`src/rtl/modulo_encaixotador_duzias.sv`:
```
// +----------------------------------------------------------------------------+
// | Module   : modulo_encaixotador_duzias                                      |
// | Purpose  : Packs sealed bottles into boxes of one dozen, requests box      |
// |            ejection with a req/ack handshake, counts boxes on the pallet   |
// |            in BCD and stalls the sealing station when it cannot accept     |
// |            more bottles.                                                   |
// | Optional : `define ENCAIXOTADOR_TIMEOUT_EN adds an ejection timeout that   |
// |            raises erro_timeout and parks the FSM in IDLE until reset.      |
// | Ports    : clk, reset (sync, active-high), enable, garrafa_vedada,         |
// |            eject_ack, palete_removido -> eject_req, bloqueio,              |
// |            palete_cheio, erro_overflow, erro_timeout, garrafas_caixa[3:0], |
// |            caixas_dezena[3:0], caixas_unidade[3:0], estado[1:0]            |
// | Revision : 1.0 - initial release                                           |
// +----------------------------------------------------------------------------+
`default_nettype none

module modulo_encaixotador_duzias #(
  parameter int GARRAFAS_POR_CAIXA = 12,
  parameter int CAIXAS_POR_PALETE  = 10,
  parameter int TIMEOUT_EJECAO     = 50
) (
  input  logic       clk,
  input  logic       reset,
  input  logic       enable,
  input  logic       garrafa_vedada,
  input  logic       eject_ack,
  input  logic       palete_removido,
  output logic       eject_req,
  output logic       bloqueio,
  output logic       palete_cheio,
  output logic       erro_overflow,
  output logic       erro_timeout,
  output logic [3:0] garrafas_caixa,
  output logic [3:0] caixas_dezena,
  output logic [3:0] caixas_unidade,
  output logic [1:0] estado
);

  typedef enum logic [1:0] {
    IDLE     = 2'b00,
    ENCHENDO = 2'b01,
    EJETANDO = 2'b10,
    PALETE   = 2'b11
  } state_t;

  localparam logic [3:0] GARRAFAS_MAX   = 4'(GARRAFAS_POR_CAIXA - 1);
  localparam logic [3:0] GARRAFAS_CAIXA = 4'(GARRAFAS_POR_CAIXA);
  localparam logic [3:0] META_DEZENA    = 4'(CAIXAS_POR_PALETE / 10);
  localparam logic [3:0] META_UNIDADE   = 4'(CAIXAS_POR_PALETE % 10);

  // Elaboration-time range guard on the configuration.
  if ((GARRAFAS_POR_CAIXA < 2) || (GARRAFAS_POR_CAIXA > 15) ||
      (CAIXAS_POR_PALETE < 1) || (CAIXAS_POR_PALETE > 99) ||
      (TIMEOUT_EJECAO < 1)) begin : g_param_invalid
    $error("modulo_encaixotador_duzias: parameter out of range");
  end

  state_t     state, state_next;
  logic       garrafa_prev;
  logic       pulso;
  logic [3:0] garrafas, garrafas_next;
  logic [1:0] pendentes, pendentes_next;
  logic [3:0] dezena, dezena_next, unidade, unidade_next;
  logic       overflow, overflow_next;
  logic       travado;

  // Box count + 1, in BCD, and whether that closes the pallet.
  logic [3:0] dezena_inc, unidade_inc;
  logic       caixa_final;

  // Bottles held back while ejecting/pallet-full, plus a same-cycle pulse.
  logic [2:0] carga;
  logic       carga_cheia;
  logic [1:0] carga_resto;
  logic [1:0] acum_pend;
  logic       acum_ovf;

  assign pulso = garrafa_vedada & ~garrafa_prev;

  always_comb begin
    dezena_inc  = dezena;
    unidade_inc = unidade + 4'd1;
    if (unidade == 4'd9) begin
      unidade_inc = 4'd0;
      dezena_inc  = dezena + 4'd1;
    end
  end

  assign caixa_final = (dezena_inc == META_DEZENA) && (unidade_inc == META_UNIDADE);

  assign carga       = {1'b0, pendentes} + {2'b00, pulso};
  assign carga_cheia = ({1'b0, carga} >= GARRAFAS_CAIXA);
  // Only meaningful when carga_cheia, which requires a box of at most 4.
  assign carga_resto = carga[1:0] - GARRAFAS_CAIXA[1:0];

  assign acum_pend = (pulso && (pendentes != 2'd3)) ? pendentes + 2'd1 : pendentes;
  assign acum_ovf  = pulso && (pendentes == 2'd3);

`ifdef ENCAIXOTADOR_TIMEOUT_EN
  localparam int WAIT_W = $clog2(TIMEOUT_EJECAO + 1);
  logic [WAIT_W-1:0] espera, espera_next;
  logic              timeout, timeout_next;
  assign travado      = timeout;
  assign erro_timeout = timeout;
`else
  assign travado      = 1'b0;
  assign erro_timeout = 1'b0;
`endif

  always_comb begin
    state_next     = state;
    garrafas_next  = garrafas;
    pendentes_next = pendentes;
    dezena_next    = dezena;
    unidade_next   = unidade;
    overflow_next  = overflow;
`ifdef ENCAIXOTADOR_TIMEOUT_EN
    espera_next    = '0;
    timeout_next   = timeout;
`endif
    case (state)
      IDLE: begin
        // After a timeout the station stays parked here until reset.
        if (enable && !travado) state_next = ENCHENDO;
      end
      ENCHENDO: begin
        if (enable && pulso) begin
          if (garrafas == GARRAFAS_MAX) begin
            garrafas_next = 4'd0;
            state_next    = EJETANDO;
          end else begin
            garrafas_next = garrafas + 4'd1;
          end
        end
      end
      EJETANDO: begin
        if (eject_ack) begin
          dezena_next  = dezena_inc;
          unidade_next = unidade_inc;
          if (caixa_final) begin
            state_next     = PALETE;
            pendentes_next = acum_pend;
            if (acum_ovf) overflow_next = 1'b1;
          end else if (carga_cheia) begin
            garrafas_next  = 4'd0;
            pendentes_next = carga_resto;
            state_next     = EJETANDO;
          end else begin
            garrafas_next  = {1'b0, carga};
            pendentes_next = 2'd0;
            state_next     = ENCHENDO;
          end
        end else begin
          pendentes_next = acum_pend;
          if (acum_ovf) overflow_next = 1'b1;
`ifdef ENCAIXOTADOR_TIMEOUT_EN
          if (espera == WAIT_W'(TIMEOUT_EJECAO)) begin
            timeout_next = 1'b1;
            state_next   = IDLE;
          end else begin
            espera_next = espera + 1'b1;
          end
`endif
        end
      end
      PALETE: begin
        if (palete_removido) begin
          dezena_next  = 4'd0;
          unidade_next = 4'd0;
          if (carga_cheia) begin
            garrafas_next  = 4'd0;
            pendentes_next = carga_resto;
            state_next     = EJETANDO;
          end else begin
            garrafas_next  = {1'b0, carga};
            pendentes_next = 2'd0;
            state_next     = ENCHENDO;
          end
        end else begin
          pendentes_next = acum_pend;
          if (acum_ovf) overflow_next = 1'b1;
        end
      end
      default: state_next = IDLE;
    endcase
  end

  always_ff @(posedge clk) begin
    if (reset) begin
      state        <= IDLE;
      garrafa_prev <= 1'b0;
      garrafas     <= 4'd0;
      pendentes    <= 2'd0;
      dezena       <= 4'd0;
      unidade      <= 4'd0;
      overflow     <= 1'b0;
`ifdef ENCAIXOTADOR_TIMEOUT_EN
      espera       <= '0;
      timeout      <= 1'b0;
`endif
    end else begin
      state        <= state_next;
      garrafa_prev <= garrafa_vedada;
      garrafas     <= garrafas_next;
      pendentes    <= pendentes_next;
      dezena       <= dezena_next;
      unidade      <= unidade_next;
      overflow     <= overflow_next;
`ifdef ENCAIXOTADOR_TIMEOUT_EN
      espera       <= espera_next;
      timeout      <= timeout_next;
`endif
    end
  end

  assign eject_req      = (state == EJETANDO);
  assign palete_cheio   = (state == PALETE);
  assign bloqueio       = (pendentes == 2'd3) || (state == PALETE) || travado;
  assign erro_overflow  = overflow;
  assign garrafas_caixa = garrafas;
  assign caixas_dezena  = dezena;
  assign caixas_unidade = unidade;
  assign estado         = state;

endmodule

`default_nettype wire

```
`config.mk`:
```
export PLATFORM = sky130hd
export DESIGN_NAME = modulo_encaixotador_duzias
export DESIGN_NICKNAME = d
export VERILOG_FILES = /design/src/rtl/modulo_encaixotador_duzias.sv
export SDC_FILE = /design/constraint.sdc
export NUM_CORES = 1
export LEC_CHECK = 0
export CORE_UTILIZATION = 24
export CTS_CLUSTER_SIZE = 25
export DETAILED_ROUTE_END_ITERATION = 7
export GPL_TIMING_DRIVEN = 0
export SYNTH_ARGS = -nofsm -noshare
export SYNTH_HDL_FRONTEND = slang
export SYNTH_SLANG_ARGS = --single-unit
```
`constraint.sdc`:
```
create_clock -name clk -period 2.08 [get_ports clk]
set_input_delay 0.416 -clock clk [delete_from_list [all_inputs] [get_ports clk]]
set_output_delay 0.416 -clock clk [all_outputs]
set_load 0.01 [all_outputs]
```
[Yosys cells after proc, flatten, opt, wreduce, memory -nomap -nowiden]
Cells that the tools add are included.
Storage, ports and cells
  register bits: 18
  input port bits: 6
  output and inout bits: 19
  word-level logic and storage cells: 77
Cells by class
  $add $sub $neg: 5
  magnitude comparators: 1
  equality and inequality tests: 16
  multiplexer cells: 33
  bitwise operators: 2
  reductions and logical operators: 13
Operators with widths (count)
  $mux W4: 10
  $mux W2: 12
  $ne A2 B2 Y1 const B: 8
  $pmux W4 S2: 2
  $add A4 B1 Y4 const B: 3
  $pmux W4 S3: 1
  $reduce_and A5 Y1: 2
  $eq A4 B4 Y1 const B: 2
  $pmux W2 S4: 1
  $eq A2 B2 Y1 const B: 3
  $reduce_and A3 Y1: 2
  $eq A4 B1 Y1 const B: 1
  $ge A3 B4 Y1 const B: 1
  $logic_and A1 B1 Y1: 4
  $logic_not A4 Y1: 1
  $mux W1: 4
  $pmux W2 S2: 1
  $add A2 B1 Y3: 1
  $mux W3: 1
  $ne A3 B2 Y1 const B: 1
  $reduce_bool A3 Y1: 1
  $add A2 B1 Y2 const B: 1
  $eq A2 B1 Y1 const B: 1
  $logic_not A2 Y1: 1
  other kinds (5): 5

[Logic depth before layout (Yosys ltp)]
Gate-level depths: netlist of the first run.
  depth after elaboration: 8
  depth in mapped cells: 7
  depth with buffers taken out: 6

[Least setup slack after synthesis of the first run]
OpenSTA, ideal clock, no wires.
  path type: register to register
  from: register dezena[0] (netlist: caixas_dezena[0])
  to: register garrafas[0] (netlist: garrafas_caixa[0])
  arrival: 1890 ps
  data required time: 1959 ps
  slack: 69 ps
  stages on the path, launching flop included: 6
  period minus slack after synthesis: 2011 ps
  path through: dfxtp_1 -> ha_1 -> o31ai_1 -> a311o_1 -> a311o_2 -> mux2_4
On the way
  longest elaborated chain between the ends: 6
Ends and longest elaborated chain
  start: declaration: RTL line 63  | logic [3:0] dezena, dezena_next, unidade, unidade_next;
  start signal: assignment: RTL line 206  | dezena <= dezena_next;
  $add A4 B1 Y4: RTL line 85  | dezena_inc = dezena + 4'd1;
  $mux W4 (*): RTL line 83  | if (unidade == 4'd9) begin
  $eq A4 B1 Y1 (*): RTL line 89  | assign caixa_final = (dezena_inc == META_DEZENA) && (unidade_inc == META_UNIDADE);
  $logic_and A1 B1 Y1 (*): RTL line 89
  $ne A2 B2 Y1 (no source line) (*)
  $reduce_and A5 Y1 (no source line) (*)
  end signal: assignment: RTL line 204  | garrafas <= garrafas_next;
  end: declaration: RTL line 61  | logic [3:0] garrafas, garrafas_next;
Mark *: on every way between the ends. The rest lies on a longest branch, timed or not.
A chain may end at the register's enable or synchronous reset.

[Worst setup path in the final report of the first run]
  from: register dezena[0] (netlist: caixas_dezena[0])
  to: register garrafas[1] (netlist: garrafas_caixa[1])
Same word-level chain as after synthesis.

==> metrics.cfg, run 1 <==
[outcome]
run_status = finished clean

[sta]
hold_violations = 0
rsz0062_at_grt = yes
setup_violations = 0
finClkSkew_ps = 4.483
fin_crit_ps = 2032
setup_tns_ps = 0
maxSlewViolCount = 0
finalWorstSetupSlack_ps = 47.88
fin_crit_sh_pct = 97.70
fmax_mhz = 492.1

[floorplanning]
fp.dieW_um = 73.52
core_region_area_um2 = 4817
initial_utilization_pct = 25.48
fp-row-count = 25
io_pins = 25
design.die.area_um2 = 5404
die_height_um = 73.52

[power]
p_leak_nw = 0.5746
power_density_nw_per_um2 = 453.5
peakVddDrop_mv = 0.3423

[yosys]
synth_cell_types = 43
synth_warnings = 0
ys_seq_elements = 18
async_flop_share_pct = 0
synth_most_common_cell = dfxtp_1
syn_area_per_cell_um2 = 8.075
synth_common_cells = dfxtp_1, nor2_1, a21oi_1
yosysSeqAreaShare_pct = 29.36
synth_top_area_share_pct = 29.36
synthFlopType = dfxtp_1
synthesis.nets = 163
yosysTopAreaCell = dfxtp_1
synth_edf_count = 0
synth_area_leaders = dfxtp_1, a21oi_1, ha_1, nor2_1, o21ai_0
synth_cells = 152
syn_area_um2 = 1227

[flow_run]
maxCapViolCount = 0

[detailed_routing]
wl_per_cell_um = 12.69
dr.pass1.iters = 4
routed_via_density = 4.833
num_vias = 1184
totalWireLength_um = 3108
drt_iter0_drc = 52
ant_nets = 0
drc_errors = 0

[global_routing]
grt_pass1_vias = 1163
grt_overflow = 0
antenna_found_initial = 0
grt_pass1_wl_um = 5409
grt_max_degree = 11
grt_util_all_layers_pct = 12.60

[critical_path]
r2r_end = garrafas_caixa[1]
cp-start-kind = register
cp_slowest_cell = a311o_2
worstSetupEndpointType = register
cp_max_fo = 7
path_cells = ha_2, o31ai_1, a311o_2, a311o_2, mux2_4
crit_required_ps = 2230
arrival_ps = 2180
path_class = register to register
r2r_setup_slack_ps = 50
crit_top_cell = a311o_2
crit_path_max_incr_delay_ps = 460
critical_path.top_delay_family = compound AO/OA/AOI/OAI gates
worst-path-buf-inv = 0
r2r_start = caixas_dezena[0]
r2r_cells = 5

[finish]
multiInputGateArea_um2 = 814.5
seq_area_um2 = 367.9
area_growth_syn_to_layout_pct = 33.74
n_antenna_cell = 0
nets = 190
drive_gt1_share_pct = 16.85
finish.instance_area_um2 = 1642
layout.cells.non_filler = 245
fillers = 533

[placement]
place_area_um2 = 1541
place_congestion = 0.7695
port_buffers = 23
dp_slack_ps = -285.0
dp_hpwl_um = 2213
dpl.cell_count = 242

[clocking]
cts_hold_buf = 0
htreeDepth = 1
root_buffer = clkbuf_8
cts_inserted_buffers = 3
insertion_delay_ps = 260
cts.sinks = 18
cts_buffer_depth = 2
tritoncts = built
clkTransAtPathRegs_ps = 80
postCtsSetupBuffers = 0

[hold_path]
min_to = caixas_dezena[3]
hold_path_class = register to register
min_from = caixas_dezena[3]
worstHoldPathCells = 2

[worst register-to-register path: cells and delay by family (launching register included)]
kind / cells / cell delay, ps
flops: 1 / 400
compound gates: 3 / 980
mux: 1 / 320
fa+ha+maj: 1 / 230
[repair_timing]
item,in CTS,in global routing
resized for setup,11,10
setup endpoints to repair,6,5
pin swaps,1,0
[cell families (layout without fill, tap and decap cells)]
| kind of cell | Yosys count | in the layout | share of synthesized area [%] |
|---|---|---|---|
| other | 1 | 1 | 0.3055 |
| adder cells (fa/ha/maj) | 5 | 5 | 5.097 |
| flip-flops | 18 | 18 | 29.36 |
| buffers and inverters | 15 | 41 | 6.829 |
| XOR/XNOR | 1 | 1 | 0.7137 |
| multiplexers | 8 | 8 | 7.849 |
| AND/OR/NAND/NOR | 62 | 62 | 28.34 |
| AO/OA/AOI/OAI | 42 | 42 | 21.51 |
[report_power, final]
group	total, mW	internal (mW)	switching [mW]
Sequential	0.356	0.350	0.00590
Combinational	0.0819	0.0414	0.0404
Clock	0.306	0.169	0.138
[how the worst max path moves through the flow]
stage / depth (start not counted) / slack (ps) / endpoint / startpoint
global route: 5 / -10 / garrafas_caixa[1] / caixas_dezena[0]
detailed placement: 5 / -290 / bloqueio / estado[1]
floorplan: 5 / 70 / garrafas_caixa[0] / caixas_dezena[0]
global placement: 5 / -310 / bloqueio / estado[1]
CTS: 5 / 1 / bloqueio / estado[1]
finish: 5 / 50 / garrafas_caixa[1] / caixas_dezena[0]
[per-stage QoR]
step                utilization [%]  hold slack [ps]  power, mW
floorplan                         -            523.5     0.4120
global placement              32.00            505.2     0.4449
detailed placement            32.00            512.2     0.4454
CTS                           33.58            515.8     0.7479
global route                  34.08            552.8     0.7690
finish                        34.08            522.3     0.7445
[state kept, by name, summed over array words and instances, names as in the netlist]
name / cells
garrafa_prev: 1
erro_overflow: 1
caixas_unidade: 4
pendentes: 2
estado: 2
garrafas_caixa: 4
caixas_dezena: 4
[per-layer routing]
metal | global-route usage (%) | wire [um]
met4 | 1.282 | 11
met5 | 0 | 0
met3 | 2.606 | 139
met2 | 20.59 | 1301
met1 | 17.60 | 1656
[area by class of cell]
type | count | share of cell area [%]
multi-input combinational | 119 | 49.62
sequential | 18 | 22.41
timing repair buffer | 23 | 13.87
tap | 67 | 5.107
buffer | 10 | 4.726
clock buffer | 4 | 3.354
inverter | 4 | 0.9146
[cells in the final DEF, fill, tap and decap left out, types with 2 or more instances in the layout]
cell and instances:
nor2_1 16, clkbuf_1 4, a21oi_1 14, dfxtp_1 12
clkdlybuf4s50_1 21, clkbuf_8 5, and3_1 2, nand3_1 8
nor2b_1 7, mux2_4 3, nand2_1 7, o21ai_0 11
dlygate4sd2_1 2, a211oi_1 4, nand2b_1 3, nor3_1 6
inv_1 4, a41oi_1 2, o21a_1 2, buf_6 3
a311o_2 2, dfxtp_2 6, ha_1 4, mux2i_1 3
a22oi_1 2
Note: power is estimated with default switching activity, not from simulation.
==> inputs of run 2 (changes only) <==
==> constraint.sdc (replaced) <==
create_clock -name clk -period 1.8 [get_ports clk]
set_input_delay 0.36 -clock clk [delete_from_list [all_inputs] [get_ports clk]]
set_output_delay 0.36 -clock clk [all_outputs]
set_load 0.01 [all_outputs]
==> metrics.cfg, run 2 (synthesized netlist as in run 1, its figures left out) <==
[outcome]
run_status = complete, but fails checks
violations = negative setup slack

[clocking]
cts_inserted_buffers = 3  ; unchanged
root_buffer = clkbuf_8
tritoncts = built
cts.sinks = 18  ; unchanged
cts_hold_buf = 0  ; unchanged
insertion_delay_ps = 260  ; about the same
clkTransAtPathRegs_ps = 70  ; about the same
cts_buffer_depth = 2  ; unchanged
htreeDepth = 1  ; unchanged

[global_routing]
grt_pass1_vias = 1122  ; -3.5%
grt_pass1_wl_um = 5382  ; -0.50%
grt_max_degree = 11  ; unchanged
antenna_found_initial = 0  ; unchanged
grt_util_all_layers_pct = 12.75  ; +0.15 points
grt_overflow = 0  ; unchanged

[placement]
dpl.cell_count = 242  ; unchanged
place_area_um2 = 1568  ; +1.7%
place_congestion = 0.8082  ; +5.0%
port_buffers = 23  ; unchanged
dp_hpwl_um = 2169  ; -2.0%

[hold_path]
min_from = caixas_dezena[3]
min_to = caixas_dezena[3]
hold_path_class = register to register
worstHoldPathCells = 2  ; unchanged

[sta]
maxSlewViolCount = 0  ; unchanged
setup_violations = 4  ; +4
finClkSkew_ps = 3.762  ; -0.7211 ps
fin_crit_ps = 1876  ; -156.0 ps
fmax_mhz = 533.0  ; +8.3%
fin_crit_sh_pct = 104.2  ; +6.5 points
finalWorstSetupSlack_ps = -76.10  ; -124.0 ps
holdWs_ps = 530.0  ; +7.718 ps
rsz0062_at_grt = yes
hold_violations = 0  ; unchanged

[power]
p_int_mw = 0.6455  ; +15%
p_leak_nw = 0.6328  ; +10%
pwr-share-seq_pct = 48.6  ; +0.8 points
switching_power_mw = 0.2003  ; +8.8%
pwr-share-clk_pct = 40.4  ; -0.8 points
peakVddDrop_mv = 0.2875  ; -16%
swShare_pct = 23.68  ; -1.1 points
p_comb_share_pct = 11.0  ; about the same
power_density_nw_per_um2 = 484.2  ; +6.8%

[floorplanning]
fp.dieW_um = 73.52  ; unchanged
die_height_um = 73.52  ; unchanged
io_pins = 25  ; unchanged
design.die.area_um2 = 5404  ; unchanged
initial_utilization_pct = 25.48  ; unchanged
fp-row-count = 25  ; unchanged
core_region_area_um2 = 4817  ; unchanged

[finish]
finish.instance_area_um2 = 1747  ; +6.4%
layout.cells.non_filler = 254  ; +3.7%
mostFrequentLayoutCells = clkdlybuf4s50_1, nor2_1, a21oi_1, buf_4, o21ai_0
n_antenna_cell = 0  ; unchanged
nets = 199  ; +4.7%
area_growth_syn_to_layout_pct = 42.30
final_core_util_pct = 36.26  ; +2.2 points
final_common_cell = clkdlybuf4s50_1
drive_gt1_share_pct = 25.67  ; +8.8 points

[critical_path]
r2r_end = garrafas_caixa[0]
r2r_setup_slack_ps = -80  ; -120 ps
r2r_start = caixas_unidade[1]
path_class = register to register
crit_required_ps = 1950  ; -280 ps
r2r_cells = 5  ; unchanged
worstSetupEndpointType = register
cp_max_fo = 6  ; -1
arrival_ps = 2020  ; -160 ps
cp-start-kind = register

[detailed_routing]
routed_via_density = 4.831  ; about the same
wl_per_cell_um = 12.48  ; -1.6%
drt_iter0_drc = 108  ; +110%
ant_nets = 0  ; unchanged
totalWireLength_um = 3170  ; +2.0%
dr.pass1.iters = 4  ; unchanged
drc_errors = 0  ; unchanged
num_vias = 1227  ; +3.6%

[flow_run]
maxCapViolCount = 0  ; unchanged

[run 2: cell count changes in the layout (fill, tap and decap cells not counted), moves of 2 or more]
cell / change
buf_4: +12
buf_8: +2
clkbuf_1: -3
dfxtp_1: -3
dfxtp_4: +3
nor2b_2: +2
[run 2: worst max path at each step]
stage,startpoint,endpoint,slack [ps],depth (start not counted)
floorplan,caixas_unidade[3],garrafas_caixa[0],-70,6
global placement,estado[1],bloqueio,-560,5
detailed placement,estado[1],bloqueio,-520,5
CTS,estado[1],bloqueio,-140,5
global route,garrafa_vedada,garrafas_caixa[1],-150,5
finish,caixas_unidade[1],garrafas_caixa[0],-80,5
[run 2: worst max-delay path, cell delays in order (launching register included)]
cell	delay [ps]
dfxtp_2	380
and4bb_2	260
mux2i_2	160
and4bb_4	210
a311o_2	430
mux2_4	320
[run 2: metrics by stage]
step / power (mW) / setup slack [ps] / TNS, ps
after floorplan: 0.4759 / -71.08 / -213.2
after global placement: 0.5145 / -561.3 / -4770
after detailed placement: 0.5142 / -515.6 / -4261
after CTS: 0.8587 / -142.7 / -549.9
after global routing: 0.8899 / -146.1 / -540.7
final: 0.8457 / -76.10 / -234.0
[run 2: power by group through the flow]
stage | logic, mW | clock network (mW) | registers (mW)
finish | 0.0930 | 0.341 | 0.411
global route | 0.102 | 0.375 | 0.413
CTS | 0.0897 | 0.354 | 0.415
detailed placement | 0.0939 | 0 | 0.420
global placement | 0.0941 | 0 | 0.420
floorplan | 0.0538 | 0 | 0.422
[run 2: layer usage]
layer  wire length [um]  global-route usage (%)  vias up
met5                  0                       0        -
met4                 25                   2.564        0
met3                158                   2.881        4
met2               1381                   19.88       33
met1               1605                   17.95      566
li1                   -                       -      624
[run 2: layout make-up]
cell class	instances	area, um2
Inverter	4	15.01
Buffer	8	76.32
Multi-Input combinational cell	119	824.5
Clock buffer	4	55.05
Tap cell	67	83.83
Sequential cell	18	379.1
Fill cell	505	3070
Timing Repair Buffer	34	312.8
[run 2: what timing repair did]
action                                  in CTS  in global routing
endpoints found under the setup margin       8                 15
resized for setup                           15                 15
setup buffers                                6                  5
pin swaps                                    3                  3
